==> config.mk <==
export PLATFORM = sky130hd
export DESIGN_NAME = mem_access_unit
export DESIGN_NICKNAME = d
export VERILOG_FILES = /design/src/rtl/mem_access_unit_pkg.sv /design/src/rtl/mem_access_unit_watchdog.sv /design/src/rtl/mem_access_unit.sv
export SDC_FILE = /design/constraint.sdc
export NUM_CORES = 1
export LEC_CHECK = 0
export ABC_AREA = 0
export ABC_CLOCK_PERIOD_IN_PS = 4500
export CAP_MARGIN = 5
export CORE_AREA = 2 2 141 143
export DETAILED_ROUTE_END_ITERATION = 10
export DIE_AREA = 0 0 143 145
export HOLD_SLACK_MARGIN = 0.1
export PLACE_DENSITY = 0.61
export SYNTH_ARGS = -nofsm -noshare
export SYNTH_HDL_FRONTEND = slang
export SYNTH_HIERARCHICAL = 1
export SYNTH_SLANG_ARGS = --single-unit
==> constraint.sdc <==
create_clock -name clk -period 4.5 [get_ports clk]
set_input_delay 0.9 -clock clk [delete_from_list [all_inputs] [get_ports clk]]
set_output_delay 0.9 -clock clk [all_outputs]
set_load 0.01 [all_outputs]
==> src/rtl/mem_access_unit_pkg.sv <==
// Shared types and constants for the memory access unit.
package mem_access_unit_pkg;

  localparam int MEMU_STATE_WIDTH     = 2;
  localparam int MEMU_TIMEOUT_DEFAULT = 255;

  typedef enum logic [MEMU_STATE_WIDTH-1:0] {
    MEMU_IDLE = 2'd0,
    MEMU_REQ  = 2'd1,
    MEMU_DONE = 2'd2
  } memu_state_e;

  // The bus only ever sees word-aligned addresses.
  function automatic logic [31:0] word_align(input logic [31:0] addr);
    return addr & 32'hFFFF_FFFC;
  endfunction

endpackage

==> src/rtl/mem_access_unit_watchdog.sv <==
// Saturating up-counter with terminal-count compare. It is written as a
// standalone block so that the interconnect can reuse it for its own timeout.
module mem_access_unit_watchdog #(
  parameter int TIMEOUT_CYCLES = 255,
  parameter int CNT_WIDTH      = 16
) (
  input  logic clk,
  input  logic reset,
  input  logic clear,
  input  logic enable,
  output logic expired
);

  localparam logic [CNT_WIDTH-1:0] TERM = CNT_WIDTH'(TIMEOUT_CYCLES - 1);

  logic [CNT_WIDTH-1:0] cnt_q;
  logic [CNT_WIDTH-1:0] cnt_d;

  assign expired = (cnt_q == TERM);

  // Next count: clear wins, then count up while enabled, holding at terminal.
  always_comb begin
    cnt_d = cnt_q;
    if (clear) begin
      cnt_d = '0;
    end else if (enable && !expired) begin
      cnt_d = cnt_q + CNT_WIDTH'(1);
    end
  end

  // Counter register.
  always_ff @(posedge clk or posedge reset) begin
    if (reset) begin
      cnt_q <= '0;
    end else begin
      cnt_q <= cnt_d;
    end
  end

endmodule

==> src/rtl/mem_access_unit.sv <==
// Turns the core's single-cycle memory strobe into a registered valid/ready
// bus transaction, returns read data with a one-cycle completion pulse, and
// converts a hung bus into an errored completion via the watchdog.
//
// state     | meaning
// ----------+--------------------------------------------------------
// MEMU_IDLE | waiting for cpu_valid; bus_ready is ignored
// MEMU_REQ  | bus_valid high, request fields frozen, waiting for ready
// MEMU_DONE | cpu_ready pulse with error flag; back to IDLE next cycle
module mem_access_unit
  import mem_access_unit_pkg::*;
#(
  parameter int TIMEOUT_CYCLES = MEMU_TIMEOUT_DEFAULT,
  parameter int CNT_WIDTH      = 16
) (
  input  logic        clk,
  input  logic        reset,
  input  logic        cpu_valid,
  input  logic [31:0] cpu_addr,
  input  logic [31:0] cpu_wdata,
  input  logic [3:0]  cpu_wstrb,
  output logic        cpu_ready,
  output logic [31:0] cpu_rdata,
  output logic        cpu_bus_error,
  output logic        busy,
  output logic        bus_valid,
  output logic [31:0] bus_addr,
  output logic [31:0] bus_wdata,
  output logic [3:0]  bus_wstrb,
  input  logic        bus_ready,
  input  logic [31:0] bus_rdata
);

  memu_state_e state_q;
  logic [31:0] addr_q;
  logic [31:0] wdata_q;
  logic [3:0]  wstrb_q;
  logic [31:0] rdata_q;
  logic        err_q;
  logic        wd_expired;

  // The counter sits at zero outside REQ, so the first REQ cycle is count 0.
  mem_access_unit_watchdog #(
    .TIMEOUT_CYCLES(TIMEOUT_CYCLES),
    .CNT_WIDTH     (CNT_WIDTH)
  ) u_watchdog (
    .clk    (clk),
    .reset  (reset),
    .clear  (state_q != MEMU_REQ),
    .enable (state_q == MEMU_REQ),
    .expired(wd_expired)
  );

  // Sequencing FSM together with request capture and completion data.
  always_ff @(posedge clk or posedge reset) begin
    if (reset) begin
      state_q <= MEMU_IDLE;
      addr_q  <= '0;
      wdata_q <= '0;
      wstrb_q <= '0;
      rdata_q <= '0;
      err_q   <= 1'b0;
    end else begin
      case (state_q)
        MEMU_IDLE: begin
          if (cpu_valid) begin
            addr_q  <= word_align(cpu_addr);
            wdata_q <= cpu_wdata;
            wstrb_q <= cpu_wstrb;
            state_q <= MEMU_REQ;
          end
        end
        MEMU_REQ: begin
          // A ready on the expiry cycle still counts as a good completion.
          if (bus_ready) begin
            if (wstrb_q == 4'b0000) begin
              rdata_q <= bus_rdata;
            end
            err_q   <= 1'b0;
            state_q <= MEMU_DONE;
          end else if (wd_expired) begin
            rdata_q <= '0;
            err_q   <= 1'b1;
            state_q <= MEMU_DONE;
          end
        end
        MEMU_DONE: begin
          state_q <= MEMU_IDLE;
        end
        default: begin
          state_q <= MEMU_IDLE;
        end
      endcase
    end
  end

  assign busy          = (state_q != MEMU_IDLE);
  assign bus_valid     = (state_q == MEMU_REQ);
  assign cpu_ready     = (state_q == MEMU_DONE);
  assign cpu_bus_error = cpu_ready & err_q;
  assign cpu_rdata     = rdata_q;
  assign bus_addr      = addr_q;
  assign bus_wdata     = wdata_q;
  assign bus_wstrb     = wstrb_q;

endmodule

After elaboration in Yosys (flattened, before gate mapping)
Index checks and enable logic that the tools add are counted.
{"block": "totals", "wordCells": 38, "out_inout_bits": 104, "in_bits": 104, "regBits": 117}
{"block": "op_classes", "add_sub_neg": 1, "mux": 11, "reduce_logical": 11, "n_bitwise": 1, "eq_ne": 7}
{"cell": "2-to-1 mux 32 bit", "count": 3}
{"cell": "2-to-1 mux 16 bit", "count": 2}
{"cell": "adder 16 x 1 -> 16 bit, second input constant", "count": 1}
{"cell": "equality test 16 x 8 -> 1 bit, second input constant", "count": 1}
{"cell": "2-to-1 mux 2 bit", "count": 3}
{"cell": "AND reduction 2 bit", "count": 3}
{"cell": "nonzero test 2 bit", "count": 3}
{"cell": "zero test 4 bit", "count": 1}
{"cell": "inequality test 2 x 1 -> 1 bit, second input constant", "count": 2}
{"cell": "case mux 2 bit (2 select lines)", "count": 1}
{"cell": "inequality test 3 bit, second input constant", "count": 1}
{"cell": "AND reduction 3 bit", "count": 1}
{"cell": "equality test 2 x 1 -> 1 bit, second input constant", "count": 1}
{"cell": "equality test 2 bit, second input constant", "count": 1}
{"cell": "zero test 2 bit", "count": 1}
{"cell": "2-to-1 mux 1 bit", "count": 2}
{"cell": "inequality test 2 bit, second input constant", "count": 1}
{"cell": "AND 1 bit", "count": 1}
{"cell": "logical AND 1 bit", "count": 1}
{"cell": "zero test 1 bit", "count": 1}

Longest topological paths before layout
Gate-level depths: netlist (run 1).
{"block": "logic_depth", "ltp_word": 5, "ltp_mapped": 10, "mapped_depth_nobuf": 8}

Cells and area by module
The synthesis (run 1) kept the hierarchy.
{"mod": "mem_access_unit", "n_inst": 1, "area_per_inst_um2": 3766.1, "cells_per_inst": 236, "seq_area_each_um2": 2527.4}
{"mod": "mem_access_unit_watchdog", "n_inst": 1, "area_per_inst_um2": 942.2, "cells_per_inst": 98, "seq_area_each_um2": 400.4}

Least setup slack after synthesis (run 1)
No wires, ideal clock.
{"block": "synth_path", "path_type": "register to register", "from": "register state_q[1]", "to": "register u_watchdog.cnt_q[0]", "n_path_buf": 1, "setup_ps": 87, "setup_slack_ps": 2281, "synth_period_minus_slack_ps": 2219, "required_ps": 4413, "arrival_time_ps": 2132, "stages_incl_launch_ff": 8, "cell_sequence": "dfrtp_1 > nor2b_1 > inv_1 > clkdlybuf4s50_2 > nand2b_1 > nor3_1 > mux2i_1 > o211ai_1"}
{"block": "synth_between", "elab_chain_cells": 3, "elab_cells_between_ends": 5, "classes_between": "eq/ne: 2; mux: 1; reduce/logical: 2"}
{"item": "from (decl)", "line_no": "mem_access_unit.sv:34", "rtl": "memu_state_e state_q;"}
{"item": "from (signal assigned)", "line_no": "mem_access_unit.sv:57", "rtl": "state_q <= MEMU_IDLE;"}
{"item": "from (signal assigned)", "line_no": "mem_access_unit.sv:70", "rtl": "state_q <= MEMU_REQ;"}
{"item": "from (signal assigned)", "line_no": "mem_access_unit.sv:80", "rtl": "state_q <= MEMU_DONE;"}
{"item": "equality test 2 x 1 -> 1 bit"}
{"item": "named net bus_valid", "line_no": "mem_access_unit.sv:26", "rtl": "output logic bus_valid,"}
{"item": "logical AND 1 bit", "line_no": "mem_access_unit_watchdog.sv:26", "rtl": "end else if (enable && !expired) begin"}
{"item": "nonzero test 2 bit (no source line)"}
{"item": "to (signal assigned)", "line_no": "mem_access_unit_watchdog.sv:36", "rtl": "cnt_q <= cnt_d;"}
{"item": "to (decl)", "line_no": "mem_access_unit_watchdog.sv:16", "rtl": "logic [CNT_WIDTH-1:0] cnt_q;"}
The timed path passes the listed nets, and every way through them passes these cells.
A chain may end at the register's enable or synchronous reset.

Worst setup path after layout (run 1)
{"block": "layout_path", "from": "register u_watchdog.cnt_q[0]", "to": "register rdata_q[5] (netlist: cpu_rdata[5])"}
{"block": "layout_between", "elab_chain_cells": 3}
{"item": "equality test 16 x 8 -> 1 bit", "line_no": "mem_access_unit_watchdog.sv:19", "rtl": "assign expired = (cnt_q == TERM);"}
{"item": "named net wd_expired", "line_no": "mem_access_unit.sv:40", "rtl": "logic wd_expired;"}
{"item": "nonzero test 2 bit (no source line)"}
{"item": "AND reduction 3 bit (no source line)"}
{"item": "to (signal assigned)", "line_no": "mem_access_unit.sv:77", "rtl": "rdata_q <= bus_rdata;"}
{"item": "to (decl)", "line_no": "mem_access_unit.sv:38", "rtl": "logic [31:0] rdata_q;"}
The timed path passes the listed nets, and every way through them passes these cells.

==> results of run 1 <==
## critical path, cell delays in order, from the launching register on
cell	delay, ns
dfrtp_1	0.43
inv_1	0.07
ha_1	0.19
and4b_1	0.29
nand2_1	0.23
inv_1	0.06
nor2_1	0.32
a211o_1	0.88
a22o_1	0.28
## final cells by class
type	count	area (um2)	area share
timing repair buffer	208	2070	0.271
tap	265	332	0.0434
inverter	7	28.8	0.00377
sequential	117	2930	0.384
clock inverter	11	173	0.0226
clock buffer	21	480	0.0629
multi-input combinational	190	1620	0.213
## synthesized netlist by cell type (2+ instances only)
master / count
o31ai_1: 4
nand3_1: 7
nand4_1: 5
buf_1: 2
ha_1: 2
xnor2_1: 2
buf_6: 5
clkbuf_2: 2
a31oi_1: 4
nor4_1: 3
and2_2: 2
clkbuf_1: 2
inv_1: 7
nand2_1: 5
a22o_1: 31
o21ai_0: 3
and4_1: 2
nor2_1: 8
or4_1: 3
mux2_2: 66
dfrtp_1: 117
buf_4: 2
o21bai_1: 3
a21oi_1: 8
buf_2: 7
nor2b_1: 2
and2_1: 2
xor2_1: 2
and3_1: 4
nor3_1: 4
## power by group through the flow
stage	registers, mW	logic, mW	clock network [mW]
2_1_floorplan	1.78	0.502	0
3_3_place_gp	1.62	1.57	0
3_5_place_dp	1.63	1.59	0
4_1_cts	1.63	1.60	1.51
5_1_grt	1.67	1.67	1.57
6_report	1.62	1.57	1.47
## cells by family after synthesis
family	after synthesis	share of synthesized area
flip-flops	117	0.622
multiplexers	67	0.160
AO/OA/AOI/OAI	59	0.0965
AND/OR/NAND/NOR	56	0.0723
buffers and inverters	28	0.0359
XOR/XNOR	4	0.00744
adder cells (fa/ha/maj)	2	0.00531
other	1	0.000796
## final timing paths
path	end	slack, ns
max in group asynchronous	cpu_rdata[28]$_DFFE_PP0P_	2.71
hold reg to reg	cpu_rdata[27]$_DFFE_PP0P_	0.50
min in group asynchronous	u_watchdog/cnt_q[9]$_DFFE_PP0P_	0.95
setup / recovery	cpu_rdata[5]$_DFFE_PP0P_	1.65
hold / removal	cpu_rdata[27]$_DFFE_PP0P_	0.50
setup reg to reg	cpu_rdata[5]$_DFFE_PP0P_	1.65
## sequential cells by signal, indices dropped and copies added (netlist names)
name              flops
bus_wdata            32
cpu_rdata            32
bus_addr             30
u_watchdog/cnt_q     16
bus_wstrb             4
state_q               2
err_q                 1
## stage by stage
step           instance area, um2  setup WS [ns]   util  power (mW)  hold WS (ns)
6_report                     7630           1.65  0.397        4.66         0.501
5_1_grt                      7630           1.37  0.397        4.92         0.518
4_1_cts                      7630           1.67  0.397        4.74         0.507
3_5_place_dp                 6980           1.47  0.363        3.23         0.491
3_3_place_gp                 6980           1.53  0.363        3.19         0.489
2_1_floorplan                4710          0.953      -        2.28         0.468
## placed cells by master (no fill, tap or decap), drive strengths merged, types with 2 or more instances in the layout
cell type and instances:
ha 2, nor3 4, clkdlybuf4s50 203, and4 2, o31ai 4, clkbuf 21, nand3 8, a31oi 4
and2 4, nand4 5, clkinv 3, o21ai 3, nor4 3, buf 5, nor2b 2, dfrtp 117
a21oi 8, o21bai 3, mux2 66, xor2 2, a22o 31, inv 7, or4 4, conb 2
clkinvlp 4, nand2 5, and3 5, nor2 8, bufinv 4, xnor2 2
## per-layer routing
layer  track usage  wire, um  vias up
met5             0         0        -
met4        0.0535       262        0
met3        0.0545       970       20
met2         0.217      6580      122
met1         0.144      5050     1794
li1              -         -     1634
==> impl_metrics.csv, run 1 <==
group,metric,value,unit
status,status,"finished clean",
detailed_routing,vias,3570,
logic_synthesis,ys.flop_type,"dfrtp_1",
clock_network,clock-root-buffer,"clkbuf_16",
logic_synthesis,ys_seq_elements,117,
critical_path,rr_startpoint,"u_watchdog/cnt_q[0]$_DFFE_PP0P_",
global_route,antenna_found_initial,0,
power,p_int,3.38,mW
critical_path,crit_type,"reg -> reg",
timing,fmax,351,MHz
timing,period_share,0.633,
timing,finalSetupViolations,0,
clock_network,cts_hold_buf,0,
clock_network,cts_resized,0,
layout,fillCellCount,1815,
timing,final-hold-violation-count,0,
power,p_seq_frac,0.348,
global_route,grt_max_degree,48,
power,p_sw_frac,0.274,
logic_synthesis,syn_area,0.00471,mm2
logic_synthesis,yosysTopAreaCell,"dfrtp_1",
floorplan,die_w,143,um
floorplan,start_util,0.245,
timing,rsz0062_at_grt,"false",
global_route,grt_overflow,0,
critical_path,endpoint_kind,"flop",
placed_design,place_congestion,0.705,
floorplan,die_h,145,um
clock_network,cts_buffers,17,
layout,stdcell_count,819,
critical_path,required,4.84,ns
logic_synthesis,synth-edff-count,0,
detailed_routing,drt-pass1-iter-count,4,
timing,final_max_slew_viol_count,0,
floorplan,die_area,0.0207,mm2
floorplan,design.core.area,0.0192,mm2
detailed_routing,wl_per_cell,15.7,um
timing,period_needed,2.85,ns
critical_path,start_kind,"flop",
timing,fin_setup_tns,0,ns
clock_network,cts_tree,"built",
power,p_clk_frac,0.315,
power,leakage,3.15,nW
timing,finalClockSkew,0.00637,ns
clock_network,htreeDepth,4,
logic_synthesis,synthCells,334,
floorplan,rows,51,
global_route,grt_pass1_vias,3884,
clock_network,post_cts_buffers,0,
detailed_routing,drtAntennaViolNets,0,
power,p_comb_frac,0.337,
power,p_per_area,611,mW/mm2
logic_synthesis,synth_top_area_share,0.622,
detailed_routing,viasPerCell,4.36,
detailed_routing,dr.first_iter.drc_count,154,
detailed_routing,drc_errors,0,
logic_synthesis,yosysUniqueCellTypes,48,
layout,antennaDiodeCount,0,
detailed_routing,wl,12900,um
power,ir_drop,0.262,mV
clock_network,path_clk_slew,0.05,ns
hold_path,hold_path_depth,1,
placed_design,dpl.hpwl,9140,um
placed_design,place_inst,787,
clock_network,cts.path.max_buffers,2,
clock_network,cts_sinks,117,
logic_synthesis,yosys_warnings,6,
hold_path,worstHoldPathType,"reg -> reg",
timing,worst-slew-pin-transition,1.22,ns
critical_path,arrival,3.19,ns
layout,drive_above_1_share,0.202,
timing,slew-limit-headroom,0.189,
placed_design,io_buffers,203,
critical_path,crit_path_max_fanout,31,
global_route,grt_pass1_wl,20700,um
global_route,grt_usage,0.129,
logic_synthesis,syn_area_per_cell,14.1,um2
critical_path,startpoint,"u_watchdog/cnt_q[0]$_DFFE_PP0P_",
flow_run,maxCapViolations,0,
hold_path,min-delay-start,"cpu_rdata[27]$_DFFE_PP0P_",
logic_synthesis,synth_area_leaders,"dfrtp_1 (62%), mux2_2 (16%), a22o_1 (5.8%)",
logic_synthesis,ys_seq_area_frac,0.622,
layout,area_delta_synth_final,62.1,%
logic_synthesis,async_reset_ff_frac,1.00,
power,switchingPower,1.28,mW
critical_path,worstRegToRegCells,8,
floorplan,num_io_pins,208,
layout,nNetsFinal,647,
clock_network,insertion_delay,0.41,ns
No activity file was read; power rests on OpenSTA's default activity.
==> inputs of run 2 (changes only) <==
--- a/config.mk
+++ b/config.mk
@@ -6,7 +6,7 @@
 export NUM_CORES = 1
 export LEC_CHECK = 0
 export ABC_AREA = 0
-export ABC_CLOCK_PERIOD_IN_PS = 4500
+export ABC_CLOCK_PERIOD_IN_PS = 2670
 export CAP_MARGIN = 5
 export CORE_AREA = 2 2 141 143
 export DETAILED_ROUTE_END_ITERATION = 10
==> constraint.sdc (replaced) <==
create_clock -name clk -period 2.67 [get_ports clk]
set_input_delay 0.534 -clock clk [delete_from_list [all_inputs] [get_ports clk]]
set_output_delay 0.534 -clock clk [all_outputs]
set_load 0.01 [all_outputs]
==> run 2 against run 1 <==
Sequential cell count is the same; total power grew 67%; count of clock-buffer cells in the layout shrank 1; non-clock buffer count grew 3; clock skew is essentially flat; sequential power grew 68%; core utilization is essentially flat.
==> impl_metrics.csv, run 2 (same netlist as run 1, synthesis figures left out) <==
group,metric,value,unit
critical_path,required,2.14,ns
floorplan,die_h,145,um
floorplan,num_io_pins,208,
clock_network,htreeDepth,4,
timing,slew-limit-headroom,0.523,
layout,nNetsFinal,650,
global_route,grt_usage,0.127,
timing,fin_setup_tns,0,ns
global_route,grt_pass1_vias,3734,
timing,whs,0.503,ns
timing,final-hold-violation-count,0,
clock_network,cts_buffers,17,
placed_design,dpl.hpwl,9040,um
power,leakage,3.16,nW
timing,period_share,0.892,
layout,drive_above_1_share,0.203,
detailed_routing,viasPerCell,4.35,
clock_network,clock-root-buffer,"clkbuf_16",
power,ir_drop,0.445,mV
layout,most-common-layout-cells,"clkdlybuf4s50_1 (203), dfrtp_1 (117), mux2_2 (66)",
floorplan,design.core.area,0.0192,mm2
global_route,grt_pass1_wl,20200,um
timing,finalSetupViolations,0,
clock_network,cts_tree,"built",
timing,finalClockSkew,0.00601,ns
floorplan,die_w,143,um
global_route,grt_max_degree,57,
floorplan,start_util,0.245,
clock_network,post_cts_buffers,0,
layout,fin_area,0.00764,mm2
critical_path,arrival,1.85,ns
global_route,antenna_found_initial,0,
critical_path,start_kind,"flop",
placed_design,dp_slack,0.335,ns
status,status,"finished clean",
detailed_routing,dr.first_iter.drc_count,117,
detailed_routing,drtAntennaViolNets,0,
layout,final_common_cell,"clkdlybuf4s50_1",
clock_network,path_clk_slew,0.06,ns
detailed_routing,drt-pass1-iter-count,4,
placed_design,place_inst,790,
clock_network,insertion_delay,0.41,ns
timing,fin_ws,0.289,ns
timing,final_max_slew_viol_count,0,
timing,period_needed,2.38,ns
clock_network,cts_hold_buf,0,
critical_path,crit_type,"reg -> out",
clock_network,cts.path.max_buffers,2,
detailed_routing,wl,12800,um
floorplan,rows,51,
hold_path,worstHoldPathType,"reg -> reg",
layout,area_delta_synth_final,62.3,%
clock_network,cts_resized,0,
floorplan,die_area,0.0207,mm2
timing,worst-slew-pin-transition,0.716,ns
flow_run,maxCapViolations,0,
layout,stdcell_count,822,
placed_design,place_area,0.00702,mm2
detailed_routing,wl_per_cell,15.5,um
timing,fmax,420,MHz
placed_design,place_congestion,0.806,
detailed_routing,drc_errors,0,
critical_path,crit_path_max_fanout,7,
timing,rsz0062_at_grt,"false",
placed_design,io_buffers,203,
global_route,grt_overflow,0,
critical_path,endpoint_kind,"primary output",
layout,antennaDiodeCount,0,
clock_network,cts_sinks,117,
detailed_routing,vias,3574,
power,p_per_area,1020,mW/mm2
## run 2: layer usage
layer,global-route usage,share of wire,vias to the layer above,wire length [um]
met5,0,0,-,0
met4,0.0530,0.016,0,207
met3,0.0594,0.10,13,1310
met2,0.198,0.48,162,6080
met1,0.149,0.41,1751,5170
li1,-,-,1648,-
## run 2: area by class of cell
class	instances	area (um2)
clock buffer	20	447
clock inverter	12	179
fill	1800	11600
inverter	7	30.0
multi-input combinational	190	1620
sequential	117	2930
tap	265	332
timing repair buffer	211	2100
## run 2: worst max-delay path: stages, from the launching register on
cell and delay (ns):
dfrtp_1 0.38, nor2b_1 0.41, clkdlybuf4s50_1 0.65
## run 2: path summary, 6_finish.rpt
| path | depth (start not counted) | endpoint | slack, ns | start |
|---|---|---|---|---|
| min in group asynchronous | 2 | u_watchdog/cnt_q[3]$_DFFE_PP0P_ | 0.63 | reset |
| max reg2reg | 8 | cpu_rdata[18]$_DFFE_PP0P_ | 0.32 | u_watchdog/cnt_q[12]$_DFFE_PP0P_ |
| min reg2reg | 1 | cpu_rdata[28]$_DFFE_PP0P_ | 0.50 | cpu_rdata[28]$_DFFE_PP0P_ |
| max | 2 | bus_valid | 0.29 | state_q[1]$_DFFE_PP0P_ |
| max in group asynchronous | 3 | bus_addr[25]$_DFFE_PP0P_ | 1.41 | reset |
| min | 1 | cpu_rdata[28]$_DFFE_PP0P_ | 0.50 | cpu_rdata[28]$_DFFE_PP0P_ |
## run 2: power breakdown
group / internal, mW / switching [mW] / leakage, nW
logic: 1.68 / 0.986 / 1.39
registers: 2.38 / 0.344 / 1.47
clock network: 1.59 / 0.835 / 0.296
total: 5.64 / 2.16 / 3.16
## run 2: stage by stage
step	util	power [mW]
3_3_place_gp	0.365	5.39
4_1_cts	0.398	7.94
6_report	0.398	7.81
3_5_place_dp	0.365	5.45
2_1_floorplan	-	3.84
5_1_grt	0.398	8.24
==> inputs of run 3 (changes only) <==
--- a/config.mk
+++ b/config.mk
@@ -13,6 +13,7 @@
 export DIE_AREA = 0 0 143 145
 export HOLD_SLACK_MARGIN = 0.1
 export PLACE_DENSITY = 0.61
+export SKIP_LAST_GASP = 1
 export SYNTH_ARGS = -nofsm -noshare
 export SYNTH_HDL_FRONTEND = slang
 export SYNTH_HIERARCHICAL = 1
==> results of run 3 <==
No change in the layout: final DEF, timing and power equal those of run 2.
